[src/rtl/mux_nt1_pipe_if.sv]
// mux_nt1_pipe_if: handshake and bus bundle for mux_nt1_pipe.
//   slave  modport : the selector block (consumes in_*, out_ready, cnt_clr)
//   master modport : the surrounding logic / testbench
// Signals:
//   in_data[NUM_IN*WIDTH], in_sel[SEL_W], in_valid, in_ready  - upstream side
//   out_data[WIDTH], out_err, out_valid, out_ready             - downstream side
//   cnt_clr, sel_err_cnt[8]                                    - error counter
//   out_par (only with MUX_NT1_PIPE_PARITY_EN)                 - stored parity
interface mux_nt1_pipe_if #(
    parameter int WIDTH  = 32,
    parameter int NUM_IN = 8,
    parameter int SEL_W  = 3
);
    logic [NUM_IN*WIDTH-1:0] in_data;
    logic [SEL_W-1:0]        in_sel;
    logic                    in_valid;
    logic                    in_ready;
    logic [WIDTH-1:0]        out_data;
    logic                    out_err;
    logic                    out_valid;
    logic                    out_ready;
    logic                    cnt_clr;
    logic [7:0]              sel_err_cnt;
`ifdef MUX_NT1_PIPE_PARITY_EN
    logic                    out_par;
`endif

    modport slave (
        input  in_data, in_sel, in_valid, out_ready, cnt_clr,
`ifdef MUX_NT1_PIPE_PARITY_EN
        output out_par,
`endif
        output in_ready, out_data, out_err, out_valid, sel_err_cnt
    );

    modport master (
        output in_data, in_sel, in_valid, out_ready, cnt_clr,
`ifdef MUX_NT1_PIPE_PARITY_EN
        input  out_par,
`endif
        input  in_ready, out_data, out_err, out_valid, sel_err_cnt
    );
endinterface

[src/rtl/mux_nt1_pipe.sv]
// mux_nt1_pipe: N-to-1 WIDTH-bit registered selector feeding a 2-entry FIFO
// skid buffer, with out-of-range select detection and a saturating error count.
// Ports:
//   clk    - rising-edge clock
//   rst_n  - asynchronous active-low reset; discards buffered entries
//   bus    - mux_nt1_pipe_if.slave (in_*/out_* handshake, cnt_clr, sel_err_cnt)
// Optional feature: define MUX_NT1_PIPE_PARITY_EN to add bus.out_par, the
// XOR-reduce of the head entry's data, computed at push and stored per entry.
module mux_nt1_pipe #(
    parameter int WIDTH  = 32,
    parameter int NUM_IN = 8,
    parameter int SEL_W  = 3
) (
    input logic           clk,
    input logic           rst_n,
    mux_nt1_pipe_if.slave bus
);
    // Entry 0 is always the head; entry 1 only holds data when count == 2.
    logic [1:0][WIDTH-1:0] data_q, data_d;
    logic [1:0]            err_q, err_d;
    logic [1:0]            cnt_q, cnt_d;
    logic [7:0]            ecnt_q, ecnt_d;
`ifdef MUX_NT1_PIPE_PARITY_EN
    logic [1:0]            par_q, par_d;
`endif

    logic             push, pop, sel_err;
    logic [WIDTH-1:0] sel_data;

    assign push = bus.in_valid && bus.in_ready;
    assign pop  = bus.out_valid && bus.out_ready;

    // Channel select; out-of-range selects fall through to zero data.
    always_comb begin
        sel_data = '0;
        for (int k = 0; k < NUM_IN; k++) begin
            if (bus.in_sel == SEL_W'(k))
                sel_data = bus.in_data[k*WIDTH +: WIDTH];
        end
    end

    assign sel_err = (32'(bus.in_sel) >= NUM_IN);

    always_comb begin
        data_d = data_q;
        err_d  = err_q;
`ifdef MUX_NT1_PIPE_PARITY_EN
        par_d  = par_q;
`endif
        cnt_d  = cnt_q + {1'b0, push} - {1'b0, pop};

        if (pop) begin
            data_d[0] = data_q[1];
            err_d[0]  = err_q[1];
`ifdef MUX_NT1_PIPE_PARITY_EN
            par_d[0]  = par_q[1];
`endif
        end

        // Write slot is 1 only when one entry stays resident (count 1, no pop).
        if (push) begin
            if (cnt_q == 2'd1 && !pop) begin
                data_d[1] = sel_data;
                err_d[1]  = sel_err;
`ifdef MUX_NT1_PIPE_PARITY_EN
                par_d[1]  = ^sel_data;
`endif
            end else begin
                data_d[0] = sel_data;
                err_d[0]  = sel_err;
`ifdef MUX_NT1_PIPE_PARITY_EN
                par_d[0]  = ^sel_data;
`endif
            end
        end

        // Clear wins, but an error accepted in the clearing cycle still counts.
        ecnt_d = ecnt_q;
        if (bus.cnt_clr)
            ecnt_d = (push && sel_err) ? 8'd1 : 8'd0;
        else if (push && sel_err && ecnt_q != 8'hFF)
            ecnt_d = ecnt_q + 8'd1;
    end

    always_ff @(posedge clk or negedge rst_n) begin
        if (!rst_n) begin
            data_q <= '0;
            err_q  <= '0;
            cnt_q  <= '0;
            ecnt_q <= '0;
`ifdef MUX_NT1_PIPE_PARITY_EN
            par_q  <= '0;
`endif
        end else begin
            data_q <= data_d;
            err_q  <= err_d;
            cnt_q  <= cnt_d;
            ecnt_q <= ecnt_d;
`ifdef MUX_NT1_PIPE_PARITY_EN
            par_q  <= par_d;
`endif
        end
    end

    // All outputs derive from registered state only.
    assign bus.in_ready    = (cnt_q != 2'd2);
    assign bus.out_valid   = (cnt_q != 2'd0);
    assign bus.out_data    = bus.out_valid ? data_q[0] : '0;
    assign bus.out_err     = bus.out_valid & err_q[0];
    assign bus.sel_err_cnt = ecnt_q;
`ifdef MUX_NT1_PIPE_PARITY_EN
    assign bus.out_par     = bus.out_valid & par_q[0];
`endif
endmodule
[src/flat_wrapper.sv]
// flat-port wrapper written by rule: the top's interface ports become plain ports
module mux_nt1_pipe_flat 
#(
    parameter int WIDTH  = 32,
    parameter int NUM_IN = 8,
    parameter int SEL_W  = 3
)
  (clk, rst_n, bus_in_data, bus_in_sel, bus_in_valid, bus_out_ready, bus_cnt_clr, bus_in_ready, bus_out_data, bus_out_err, bus_out_valid, bus_sel_err_cnt);
  mux_nt1_pipe_if #(.WIDTH(WIDTH), .NUM_IN(NUM_IN), .SEL_W(SEL_W)) bus_i ();
  input logic clk;
  input logic rst_n;
  input wire logic [$bits(bus_i.in_data)-1:0] bus_in_data;
  input wire logic [$bits(bus_i.in_sel)-1:0] bus_in_sel;
  input wire logic [$bits(bus_i.in_valid)-1:0] bus_in_valid;
  input wire logic [$bits(bus_i.out_ready)-1:0] bus_out_ready;
  input wire logic [$bits(bus_i.cnt_clr)-1:0] bus_cnt_clr;
  output wire logic [$bits(bus_i.in_ready)-1:0] bus_in_ready;
  output wire logic [$bits(bus_i.out_data)-1:0] bus_out_data;
  output wire logic [$bits(bus_i.out_err)-1:0] bus_out_err;
  output wire logic [$bits(bus_i.out_valid)-1:0] bus_out_valid;
  output wire logic [$bits(bus_i.sel_err_cnt)-1:0] bus_sel_err_cnt;
  assign bus_i.in_data = bus_in_data;
  assign bus_i.in_sel = bus_in_sel;
  assign bus_i.in_valid = bus_in_valid;
  assign bus_i.out_ready = bus_out_ready;
  assign bus_i.cnt_clr = bus_cnt_clr;
  assign bus_in_ready = bus_i.in_ready;
  assign bus_out_data = bus_i.out_data;
  assign bus_out_err = bus_i.out_err;
  assign bus_out_valid = bus_i.out_valid;
  assign bus_sel_err_cnt = bus_i.sel_err_cnt;
  mux_nt1_pipe #(.WIDTH(WIDTH), .NUM_IN(NUM_IN), .SEL_W(SEL_W)) u_core (.clk(clk), .rst_n(rst_n), .bus(bus_i));
endmodule
[config.mk]
export PLATFORM = sky130hd
export DESIGN_NAME = mux_nt1_pipe_flat
export DESIGN_NICKNAME = d
export VERILOG_FILES = /design/src/rtl/mux_nt1_pipe_if.sv /design/src/rtl/mux_nt1_pipe.sv /design/src/flat_wrapper.sv
export SDC_FILE = /design/constraint.sdc
export NUM_CORES = 1
export LEC_CHECK = 0
export BUFFER_PORTS_ARGS = -buffer_cell sky130_fd_sc_hd__buf_2
export CAP_MARGIN = 20
export CORE_AREA = 2 2 118 120
export CTS_BUF_LIST = sky130_fd_sc_hd__clkbuf_8
export CTS_CLUSTER_SIZE = 40
export DETAILED_ROUTE_END_ITERATION = 10
export DIE_AREA = 0 0 120 122
export MAX_ROUTING_LAYER = met4
export PLACE_DENSITY = 0.81
export SLEW_MARGIN = 20
export SYNTH_ARGS = -nofsm -noshare
export SYNTH_HDL_FRONTEND = slang
export SYNTH_SLANG_ARGS = --single-unit
[constraint.sdc]
create_clock -name clk -period 3.1 [get_ports clk]
set_input_delay 0.155 -clock clk [delete_from_list [all_inputs] [get_ports clk]]
set_output_delay 0.155 -clock clk [all_outputs]
set_load 0.02 [all_outputs]
==> reports/metrics.yaml <==
sta:
  finalHoldViolations: 0
  fin_skew_ns: 0.01528
  whs_ns: 0.2761
  grt_setup_unrepaired: "false"
  max_slew_margin_pct: 38.11
  tightestPinTransition_ns: 0.9262
  final.setup.tns_ns: 0
  finalCriticalPeriod_ns: 2.248
  drv_slew: 0
  finalCritPeriodShare_pct: 72.51
  setup_viol: 0
  max_freq_mhz: 444.9
worst_setup_path:
  end_kind: "flop"
  cp_max_fo: 37
  cp_top_family: "simple AND/OR/NAND/NOR gates"
  critical_path_required_ns: 3.34
  reg2reg_depth: 4
  arrival_ns: 2.49
  crit_type: "reg2reg"
  path_buf_inv: 1
  slowest_delay_ns: 0.57
  crit_path_start_kind: "flop"
  path_cells: "or3b_4 > or2_2 > buf_4 > o31ai_2"
  slowest_stage: "or2_2"
  crit_cells: 4
floorplanning:
  die_y_um: 122
  std_cell_rows: 43
  die-area_mm2: 0.01464
  ios: 307
  start_util_pct: 44.85
  die_w_um: 120
  fp.coreArea_mm2: 0.01350
yosys:
  synth_top_area_share_pct: 27.68
  synthArstFlopShare_pct: 100.0
  synth_mux_area_share_pct: 23.32
  synth_compound_area_share_pct: 18.78
  synthTopCellsByArea: "dfrtp_1, mux4_2, mux2i_1, nor2_1, nand2_1"
  synth-adder-area-share_pct: 0.4131
  yosys.area_share.simple_pct: 20.53
  synthesis.area_mm2: 0.006057
  synth_top_family_by_area: "multiplexers"
  yosysSeqAreaShare_pct: 27.68
  synth.distinct_cells: 39
  yosys_register_bits: 67
  synth-xor-area-share_pct: 0.2892
  yosys_warnings: 0
  synthMostInstantiatedCell: "nor2_1"
  yosys.area.top_type: "dfrtp_1"
  ys_top_cells_by_count: "nor2_1, nand2_1, dfrtp_1"
  avgSynthCellArea_um2: 8.641
  ys.flop_type: "dfrtp_1"
  syn_inst: 701
  synth_edf_count: 0
placed_design:
  gp_congestion: 0.8472
  dp_hpwl_um: 14300
  placement.io_buffers: 297
hold_path:
  min_path_cells: 4
  hold_path.class: "in2reg"
clock_network:
  cts_root_buf: "clkbuf_8"
  cts_buffer_depth: 2
  clock_latency_ns: 0.35
  clkSinkCount: 67
  numCtsBuffers: 9
  cts_tree: "done"
  ctsResizeCount: 0
  htreeDepth: 3
  clk_pin_slew_ns: 0.07
global_route:
  grt_pass1_vias: 6009
  grt_pass1_wl_um: 29950
  grt_max_degree: 75
  grt_usage_pct: 26.92
  grt_overflow: 0
  antenna_found_initial: 3
detailed_routing:
  antenna_left: 0
  drt-total-wl_um: 19680
  vias: 6345
  wl_per_cell_um: 17.19
  drc: 0
  dr.first_iter.drc_count: 350
  viasPerCell: 5.541
  drt-pass1-iter-count: 5
power_and_ir_drop:
  ir_drop_uv: 357.6
  power.density_mw_per_mm2: 632.6
  power.leakage_nw: 3.895
job:
  max_cap_viol_count: 0
layout:
  drive_gt1_share_pct: 41.23
  regArea_mm2: 0.001677
  n_fill_cell: 1250
  final_nets: 1225
  multi_input_area_mm2: 0.003892
  area_growth_syn_to_layout_pct: 27.62
run_status:
  status: "finished, final reports clean"
==> cells in the final DEF (no fill, tap or decap), types with 23 or more instances in the layout <==
cell / Yosys / routed
nand2_1: 95 / 95
inv_1: 32 / 34
nor2_1: 108 / 106
a21oi_1: 34 / 34
and3_1: 33 / 33
a32oi_1: 26 / 26
o31ai_2: 23 / 23
o21ai_0: 30 / 30
nor2b_1: 33 / 33
mux2i_1: 59 / 59
dfrtp_1: 67 / 67
mux4_2: 36 / 36
buf_2: 26 / 294
==> repair_timing <==
| action | CTS | global route |
|---|---|---|
| hold buffers | 1 | 0 |
| buffers inserted | 0 | 0 |
| hold endpoints to repair | 67 | 0 |
==> cell type report <==
| cell class | instances | area share (%) |
|---|---|---|
| antenna | 2 | 0.06475 |
| clock buffer | 11 | 1.959 |
| clock inverter | 4 | 0.5503 |
| inverter | 33 | 1.602 |
| multi-input combinational | 536 | 50.36 |
| sequential | 67 | 21.69 |
| tap | 180 | 2.914 |
| timing repair buffer | 312 | 20.86 |
==> worst register-to-register path: stages (launching register included) <==
cell	delay [ns]
dfrtp_1	0.49
or3b_4	0.46
or2_2	0.57
buf_4	0.37
o31ai_2	0.26
==> where the power goes <==
part           leakage, nW  internal, mW  switching, mW
Combinational         2.96          1.08           1.54
Clock                0.108         0.405          0.332
Sequential           0.823          1.31          0.225
Total                 3.89          2.80           2.09
==> state kept, by name, indices dropped and copies added (netlist names) <==
signal         count
u_core.data_q     64
u_core.cnt_q       2
u_core.err_q       1
==> path summary, 6_finish.rpt <==
path | from | endpoint | slack [ns]
hold reg to reg | u_core.data_q[38] | u_core.data_q[38] | 0.48
min in group asynchronous | rst_n | u_core.data_q[27] | 0.50
setup reg to reg | u_core.cnt_q[1] | u_core.data_q[59] | 0.85
setup / recovery | u_core.cnt_q[1] | u_core.data_q[59] | 0.85
max in group asynchronous | rst_n | u_core.data_q[39] | 2.02
hold / removal | bus_in_data[240] | u_core.data_q[16] | 0.28
==> routing by layer <==
| metal | vias to the layer above | wire, um | global-route usage (%) |
|---|---|---|---|
| met2 | 308 | 9968 | 47.02 |
| met1 | 3010 | 7740 | 31.55 |
| met5 | - | 0 | - |
| met3 | 37 | 1476 | 3.699 |
| met4 | 0 | 498 | 10.29 |
| li1 | 2990 | - | - |
==> kinds of logic after synthesis <==
| logic type | after synthesis |
|---|---|
| and+or+nand+nor | 278 |
| AOI/OAI and AO/OA | 150 |
| xor gates and xnor gates | 2 |
| DFF | 67 |
| buffers and inverters | 105 |
| adders and majority gates | 2 |
| muxes | 96 |
| other | 1 |
==> through the flow <==
| stage | cell area, um2 | setup WS (ns) | total power [mW] | utilization [%] | cells |
|---|---|---|---|---|---|
| floorplan | 6083 | 1.224 | 3.354 | - | 708 |
| global placement | 7521 | 0.8834 | 4.101 | 55.69 | 1127 |
| detailed placement | 7521 | 0.8657 | 4.170 | 55.69 | 1127 |
| CTS | 7725 | 0.8343 | 4.926 | 57.20 | 1143 |
| global route | 7730 | 0.7016 | 5.241 | 57.24 | 1145 |
| finish | 7730 | 0.8523 | 4.890 | 57.24 | 1145 |
No activity file was read; power rests on OpenSTA's default activity.
